**src/rtl/jtframe_vtgen_pkg.sv**
```systemverilog
// Shared video definitions for the jtframe video timing generator.
// Holds the test pattern codes used by the timing core and colour sub-module.
package jtframe_vtgen_pkg;

  typedef enum logic [1:0] {
    BLACK = 2'd0,
    BARS  = 2'd1,
    GRID  = 2'd2,
    GRAD  = 2'd3
  } pat_e;

  // Widest colour channel the gradient slice H[7:8-WCOL] can feed.
  localparam int MAX_WCOL = 8;

  // Narrowest counter able to supply the H[7:0]/V[7:0] pattern bits.
  localparam int MIN_CW = 8;

endpackage

```
**src/rtl/jtframe_vtgen_pattern.sv**
```systemverilog
// Combinational test pattern colour generator.
// Ports: h/v (low 8 bits of position), pat, frame, blank -> r/g/b colour.
module jtframe_vtgen_pattern
  import jtframe_vtgen_pkg::*;
#(
  parameter int WCOL = 4
) (
  input  logic [7:0]      h,
  input  logic [7:0]      v,
  input  logic [1:0]      pat,
  input  logic            frame,
  input  logic            blank,
  output logic [WCOL-1:0] r,
  output logic [WCOL-1:0] g,
  output logic [WCOL-1:0] b
);

  logic [2:0] idx;
  logic       line;

  always_comb begin
    r    = '0;
    g    = '0;
    b    = '0;
    idx  = h[7:5];
    line = (h[3:0] == 4'd0) || (v[3:0] == 4'd0);
    if (!blank) begin
      unique case (1'b1)
        pat == BARS: begin
          r = {WCOL{idx[2]}};
          g = {WCOL{idx[1]}};
          b = {WCOL{idx[0]}};
        end
        pat == GRID: begin
          r = {WCOL{line}};
          g = {WCOL{line}};
          b = {WCOL{line}};
        end
        pat == GRAD: begin
          r = h[7:8-WCOL];
          g = v[7:8-WCOL];
          b = {WCOL{frame}};
        end
        default: begin
          r = '0;
          g = '0;
          b = '0;
        end
      endcase
    end
  end

endmodule

```
**src/rtl/jtframe_vtgen.sv**
```systemverilog
// Video timing generator: H/V counters, sync/blank, frame toggle, test colour.
// Ports: clk, rst, pxl_cen, pattern in; H, V, HS, VS, HB, VB, rgb, frame out.
module jtframe_vtgen
  import jtframe_vtgen_pkg::*;
#(
  parameter int WCOL     = 4,
  parameter int HTOTAL   = 384,
  parameter int HB_START = 256,
  parameter int HS_START = 288,
  parameter int HS_END   = 320,
  parameter int VTOTAL   = 264,
  parameter int VB_START = 224,
  parameter int VS_START = 234,
  parameter int VS_END   = 237,
  parameter int HW       = 9,
  parameter int VW       = 9
) (
  input  logic            clk,
  input  logic            rst,
  input  logic            pxl_cen,
  input  logic [1:0]      pattern,
  output logic [HW-1:0]   H,
  output logic [VW-1:0]   V,
  output logic            HS,
  output logic            VS,
  output logic            HB,
  output logic            VB,
  output logic [WCOL-1:0] r_out,
  output logic [WCOL-1:0] g_out,
  output logic [WCOL-1:0] b_out,
  output logic            frame
);

  localparam bit LEGAL =
    (HB_START < HS_START) && (HS_START < HS_END) &&
    (HS_END <= HTOTAL) &&
    (VB_START <= VS_START) && (VS_START < VS_END) &&
    (VS_END < VTOTAL) &&
    (HTOTAL <= 2**HW) && (VTOTAL <= 2**VW) &&
    (HW >= MIN_CW) && (VW >= MIN_CW) &&
    (WCOL >= 1) && (WCOL <= MAX_WCOL);

  generate
    if (!LEGAL) begin : g_bad_params
      $error("jtframe_vtgen: illegal timing parameters");
    end
  endgenerate

  localparam logic [HW-1:0] HLAST = HW'(HTOTAL - 1);
  localparam logic [VW-1:0] VLAST = VW'(VTOTAL - 1);
  localparam logic [HW-1:0] HB_S  = HW'(HB_START);
  localparam logic [HW-1:0] HS_S  = HW'(HS_START);
  localparam logic [HW-1:0] HS_E  = HW'(HS_END);
  localparam logic [VW-1:0] VB_S  = VW'(VB_START);
  localparam logic [VW-1:0] VS_S  = VW'(VS_START);
  localparam logic [VW-1:0] VS_E  = VW'(VS_END);

  logic [HW-1:0]   nh;
  logic [VW-1:0]   nv;
  logic            hwrap;
  logic            fwrap;
  logic            hb_n;
  logic            hs_n;
  logic            vb_n;
  logic            vs_n;
  logic            frame_n;
  logic [1:0]      pat_q;
  logic [1:0]      pat_n;
  logic [WCOL-1:0] r_n;
  logic [WCOL-1:0] g_n;
  logic [WCOL-1:0] b_n;

  // Every output is derived from the next counter values, so the
  // registered sync, blank and colour line up with H/V on the same edge.
  always_comb begin
    hwrap = (H == HLAST);
    fwrap = hwrap && (V == VLAST);
    nh    = hwrap ? '0 : H + 1'b1;
    nv    = V;
    if (hwrap) nv = (V == VLAST) ? '0 : V + 1'b1;
    hb_n  = (nh >= HB_S);
    hs_n  = (nh >= HS_S) && (nh < HS_E);
    vb_n  = (nv >= VB_S);
    vs_n  = VS;
    if (nh == HS_S && nv == VS_S) vs_n = 1'b1;
    if (nh == HS_S && nv == VS_E) vs_n = 1'b0;
    frame_n = frame ^ fwrap;
    pat_n   = fwrap ? pattern : pat_q;
  end

  jtframe_vtgen_pattern #(
    .WCOL (WCOL)
  ) u_pattern (
    .h     (nh[7:0]),
    .v     (nv[7:0]),
    .pat   (pat_n),
    .frame (frame_n),
    .blank (hb_n | vb_n),
    .r     (r_n),
    .g     (g_n),
    .b     (b_n)
  );

  always_ff @(posedge clk or posedge rst) begin
    if (rst) begin
      H     <= '0;
      V     <= '0;
      HS    <= 1'b0;
      VS    <= 1'b0;
      HB    <= 1'b0;
      VB    <= 1'b0;
      r_out <= '0;
      g_out <= '0;
      b_out <= '0;
      frame <= 1'b0;
      pat_q <= BLACK;
    end else if (pxl_cen) begin
      H     <= nh;
      V     <= nv;
      HS    <= hs_n;
      VS    <= vs_n;
      HB    <= hb_n;
      VB    <= vb_n;
      r_out <= r_n;
      g_out <= g_n;
      b_out <= b_n;
      frame <= frame_n;
      pat_q <= pat_n;
    end
  end

endmodule

```
**config.mk**
```make
export PLATFORM = sky130hd
export DESIGN_NAME = jtframe_vtgen
export DESIGN_NICKNAME = d
export VERILOG_FILES = /design/src/rtl/jtframe_vtgen_pkg.sv /design/src/rtl/jtframe_vtgen_pattern.sv /design/src/rtl/jtframe_vtgen.sv
export SDC_FILE = /design/constraint.sdc
export NUM_CORES = 1
export LEC_CHECK = 0
export ABC_AREA = 1
export BUFFER_PORTS_ARGS = -buffer_cell sky130_fd_sc_hd__buf_4
export CAP_MARGIN = 30
export CORE_MARGIN = 3
export CORE_UTILIZATION = 38
export DETAILED_ROUTE_END_ITERATION = 6
export GPL_TIMING_DRIVEN = 1
export PLACE_DENSITY = 0.62
export REMOVE_ABC_BUFFERS = 1
export SETUP_SLACK_MARGIN = 0.02
export SLEW_MARGIN = 25
export SYNTH_ARGS = -nofsm -noshare
export SYNTH_HDL_FRONTEND = slang
export SYNTH_SLANG_ARGS = --single-unit
```
**constraint.sdc**
```tcl
create_clock -name clk -period 1.9 [get_ports clk]
set_input_delay 0.285 -clock clk [delete_from_list [all_inputs] [get_ports clk]]
set_output_delay 0.285 -clock clk [all_outputs]
set_load 0.01 [all_outputs]
```
### After elaboration in Yosys (flattened, before gate mapping)

Index checks and enable logic that the tools add are counted.

| cells by class | value |
|---|---|
| add/subtract/negate cells | 2 |
| magnitude comparators | 4 |
| equality and inequality tests | 8 |
| muxes and demuxes | 12 |
| bitwise logic cells | 2 |
| reduce and logical (&&, ||, !) cells | 9 |

Operators with widths:

| kind | count |
|---|---|
| 4-bit one-hot mux with 3 select lines | 3 |
| 9-bit equality test, second input constant | 3 |
| 9-bit two-way mux | 3 |
| 9-bit by 1-bit adder with 9-bit output, second input constant | 2 |
| 9-bit by 8-bit equality test with 1-bit output, second input constant | 2 |
| 9-bit greater-or-equal comparator, second input constant | 2 |
| 4-bit two-way mux | 3 |
| 9-bit by 8-bit greater-or-equal comparator with 1-bit output, second input constant | 1 |
| 9-bit < comparator, second input constant | 1 |
| 4-bit logical NOT | 2 |
| 2-bit equality test, second input constant | 2 |
| 1-bit logical AND | 4 |
| 2-bit by 1-bit equality test with 1-bit output, second input constant | 1 |
| 1-bit two-way mux | 2 |
| 2-bit two-way mux | 1 |
| 2-bit AND reduction | 1 |
| 2-bit nonzero test | 1 |
| 1-bit logical OR | 1 |
| 1-bit OR | 1 |
| 1-bit bitwise XOR | 1 |

| storage, ports and cells | value |
|---|---|
| register bits after elaboration | 37 |
| bits of input ports | 5 |
| output and inout port bits | 35 |
| logic and storage cells | 48 |

### Longest topological paths before layout

| logic depth | value |
|---|---|
| depth in word-level cells | 7 |
| depth in mapped cells | 14 |
| mapped depth without buffers | 14 |

### Cells and area by module

Synthesis repeated with hierarchy kept, for this count alone.

| second synthesis, totals | value |
|---|---|
| cell total of the unflattened synthesis | 370 |
| area total of the unflattened synthesis | 2483.6 sq um |

By module, submodules not included:

| module | instances | cells an instance | area each (sq um) |
|---|---|---|---|
| jtframe_vtgen | 1 | 316 | 2177.1 |
| jtframe_vtgen_pattern | 1 | 54 | 306.5 |

### Worst setup path before layout

No wires, ideal clock.

| timing path | value |
|---|---|
| kind | reg2reg |
| start point | reg H[1] |
| end point | reg r_out[0] |
| data arrival time | 1804 ps |
| setup slack | -21 ps |
| stages on the path, launching flop included | 14 |
| path buffers | 1 |
| clock period less this slack | 1921 ps |
| path through | dfrtp_1 ha_1 nand2_1 nor2_4 nand3_4 buf_6 o21bai_2 nand2_2 nand3_1 nand2_1 inv_1 nand2_1 nand3_1 nand2_1 |

| on the way | value |
|---|---|
| word-level cells in the longest chain between the ends | 6 |

Ends and longest elaborated chain:

| item | line | RTL |
|---|---|---|
| start, declared | jtframe_vtgen.sv:22 | `output logic [HW-1:0] H,` |
| start signal, assigned | jtframe_vtgen.sv:118 | `H <= nh;` |
| branches (longest 5 deep; another with 9-bit by 1-bit adder with 9-bit output) | -- |  |
| 4-bit two-way mux (*) | jtframe_vtgen_pattern.sv:27 | `if (!blank) begin` |
| end signal, assigned | jtframe_vtgen.sv:124 | `r_out <= r_n;` |
| end, declared | jtframe_vtgen.sv:28 | `output logic [WCOL-1:0] r_out,` |

Every way passes the cells marked *.
A chain may end at the register's enable or synchronous reset.

### Worst setup path in the final report

| timing path | value |
|---|---|
| start point | reg H[1] |
| end point | reg VS |

| on the way | value |
|---|---|
| word-level cells in the longest chain between the ends | 6 |

Ends and longest elaborated chain:

| item | line | RTL |
|---|---|---|
| 9-bit by 1-bit adder with 9-bit output or 9-bit equality test (tied branches) | jtframe_vtgen.sv:78, jtframe_vtgen.sv:76 |  |
| 9-bit two-way mux, on equally long branches | jtframe_vtgen.sv:78, jtframe_vtgen.sv:80 |  |
| 9-bit equality test (tied with other cells) | jtframe_vtgen.sv:85, jtframe_vtgen.sv:86 |  |
| 1-bit logical AND, on equally long branches | jtframe_vtgen.sv:85, jtframe_vtgen.sv:86 |  |
| 2-bit nonzero test (no line) | -- |  |
| 2-bit AND reduction (no line) | -- |  |
| end signal, assigned | jtframe_vtgen.sv:121 | `VS <= vs_n;` |
| end, declared | jtframe_vtgen.sv:25 | `output logic VS,` |

Several ways; a longest one is shown, not always the timed one.

==> results.toml <==
[worst_setup_path]
crit_fanout = 6
worstPathArrival_ps = 2110
crit_path_end_kind = "register"
required_ps = 2110
crit_type = "reg -> reg"
start_kind = "register"

[min_path]
hp-class = "in -> async"

[synthesis]
netlist-cell-type-count = 31
yosysSeqAreaShare = 0.368
yosysTopAreaCellShare = 0.368
ys_warn_count = 0
synth_area_sq_um = 2310
synth-seq-cells = 34
yosysTopAreaCell = "dfrtp_1"
avgSynthCellArea_sq_um = 6.72
syn_inst = 344
synthTopCellsByArea = "dfrtp_1 (37%), nand2_1 (22%), nand3_1 (7.6%)"

[sta]
post-route-min-period_ps = 1900
setup_ws_ps = -1.43
hold_viol = 0
fmax_mhz = 526
setup_viol = 1
tightestPinTransition_ps = 439
min_period_over_period = 1.00
skew_ps = 4.89
slew_headroom = 0.707
rsz0062_at_grt = "yes"
setup_tns_ps = -1.43
drv_slew = 0

[placed_design]
dp_hpwl_mm = 4.48
numPortBuffers = 39
dpl.cell_count = 483
place_area_sq_um = 2920
gp_congestion = 0.796

[pwr]
p_leak_uw = 0.00177
total_power_uw = 2660
p_per_area_nw_per_um2 = 814
vdd_drop_max_mv = 0.510

[grt]
grt_pass1_wl_mm = 9.99
antenna_found_initial = 0
grt_pass1_vias = 2154
grt_max_degree = 35
grt_util_all_layers = 0.175
grt_overflow = 0

[finish]
antennaDiodeCount = 0
n_fill_cell = 561
final_area_sq_um = 3270
instances_no_fill = 502
fin_nets = 437
area_growth_pct = 41.4
layout-drive-gt1-share = 0.337

[floorplanning]
initial_utilization = 0.405
row_count = 27
dieArea_sq_um = 7060
chipHeight_um = 84.0
core_sq_um = 5710
ios = 40
dieWidth_um = 84.0

[detailed_routing]
routed_wl_mm = 6.44
routedWlPerCell_um = 12.8
drc = 0
viasPerCell = 4.86
dr_total_vias = 2440
dr.pass1.iters = 4
drt-initial-drc-count = 106
postRouteAntennaNets = 0

[run_status]
violations = "negative setup slack"
status = "finished with violations"

[clocking]
hold_buffers = 0
clk_pin_slew_worst_paths_ps = 70
h-tree-depth = 2
clock-sinks = 34
cts_max_path_buffers = 2
cts_tree = "done"
clock-root-buffer = "clkbuf_8"
insertion_delay_ps = 290
cts_made_buffers = 5

[job]
maxCapViolCount = 0
-- power by group --
| group | switching [uW] | total (uW) | internal [uW] |
|---|---|---|---|
| combinational | 696 | 1240 | 545 |
| sequential | 79.8 | 916 | 837 |
| clock | 252 | 504 | 252 |
| total | 1030 | 2660 | 1630 |
-- synth_stat cells, drive strengths merged --
cell type / count
dfrtp: 34
a21oi: 1
nand3: 40
o31ai: 2
nor2: 29
xor2: 2
nor3: 2
o21bai: 2
clkinv: 1
o21ai: 24
nand3b: 1
nand4: 5
a31oi: 2
buf: 6
clkbuf: 5
nand2: 138
inv: 47
ha: 2
or2: 1
-- cell usage in the layout (no fill, tap or decap), drive strengths merged, types with 5 or more instances in the layout --
cell type  instances
nand2            139
buf               87
inv               47
nand3             41
dfrtp             34
nor2              30
o21ai             24
clkbuf             7
nand4              5
-- critical path, cell delays in order (launching register included) --
cell	delay, ps
dfrtp_1	360
ha_2	190
nand2_2	80
nor2_4	190
buf_12	130
nand3_4	100
nand2_1	110
nand2_2	70
nor2_2	150
buf_4	130
nand2_1	50
nor2_1	100
nand2_1	50
a21oi_1	110
-- flip-flops by register name, summed over array words and instances (netlist names) --
signal	cells
VS	1
H	9
HS	1
b_out	1
frame	1
VB	1
HB	1
r_out	4
pat_q	2
V	9
g_out	4
-- through the flow --
stage                     hold WS (ps)   util  setup WS [ps]
after CTS                          116  0.526           21.9
after global placement             415  0.511           52.2
final                             86.5  0.573          -1.43
after detailed placement           420  0.511           3.36
after global routing               146  0.573           -138
after floorplan                    381      -          -20.2
-- final timing paths --
check,start,endpoint,slack (ps),cells after the start
hold / removal,rst,HB$_DFFE_PP0P_,90,3
setup reg to reg,H[1]$_DFFE_PP0P_,VS$_DFFE_PP0P_,-1,13
setup / recovery,H[1]$_DFFE_PP0P_,VS$_DFFE_PP0P_,-1,13
min in group clk,pxl_cen,g_out[3]$_DFFE_PP0P_,360,3
max in group asynchronous,rst,H[3]$_DFFE_PP0P_,1490,3
hold reg to reg,g_out[1]$_DFFE_PP0P_,g_out[1]$_DFFE_PP0P_,480,2
-- cells by family after synthesis --
group | after synthesis | synth area share
xor gates and xnor gates | 2 | 0.00758
AOI/OAI and AO/OA | 31 | 0.0774
buffers and inverters | 59 | 0.108
and+or+nand+nor | 216 | 0.429
adders and majority gates | 2 | 0.0108
DFF | 34 | 0.368
-- area by class of cell --
cell class,instances,area [sq um],share of cell area
Clock buffer,7,76.3,0.0233
Inverter,48,183,0.0559
Multi-Input combinational cell,254,1400,0.427
Sequential cell,34,851,0.260
Tap cell,72,90.1,0.0276
Timing Repair Buffer,87,673,0.206
-- metal layers --
layer,wire [um],global-route usage,up-vias
met1,2870,0.233,1128
li1,-,-,1251
met3,295,0.0395,12
met2,3140,0.281,49
met4,135,0.0556,0
met5,0,0,-
-- what timing repair did --
item / CTS / global route
pin swaps: 0 / 18
setup endpoints to repair: 1 / 11
endpoints found under the hold margin: 0 / 0
gates resized for setup: 2 / 40
cloned: 0 / 3
buffers inserted: 0 / 9
(Power assumes the default switching activity.)
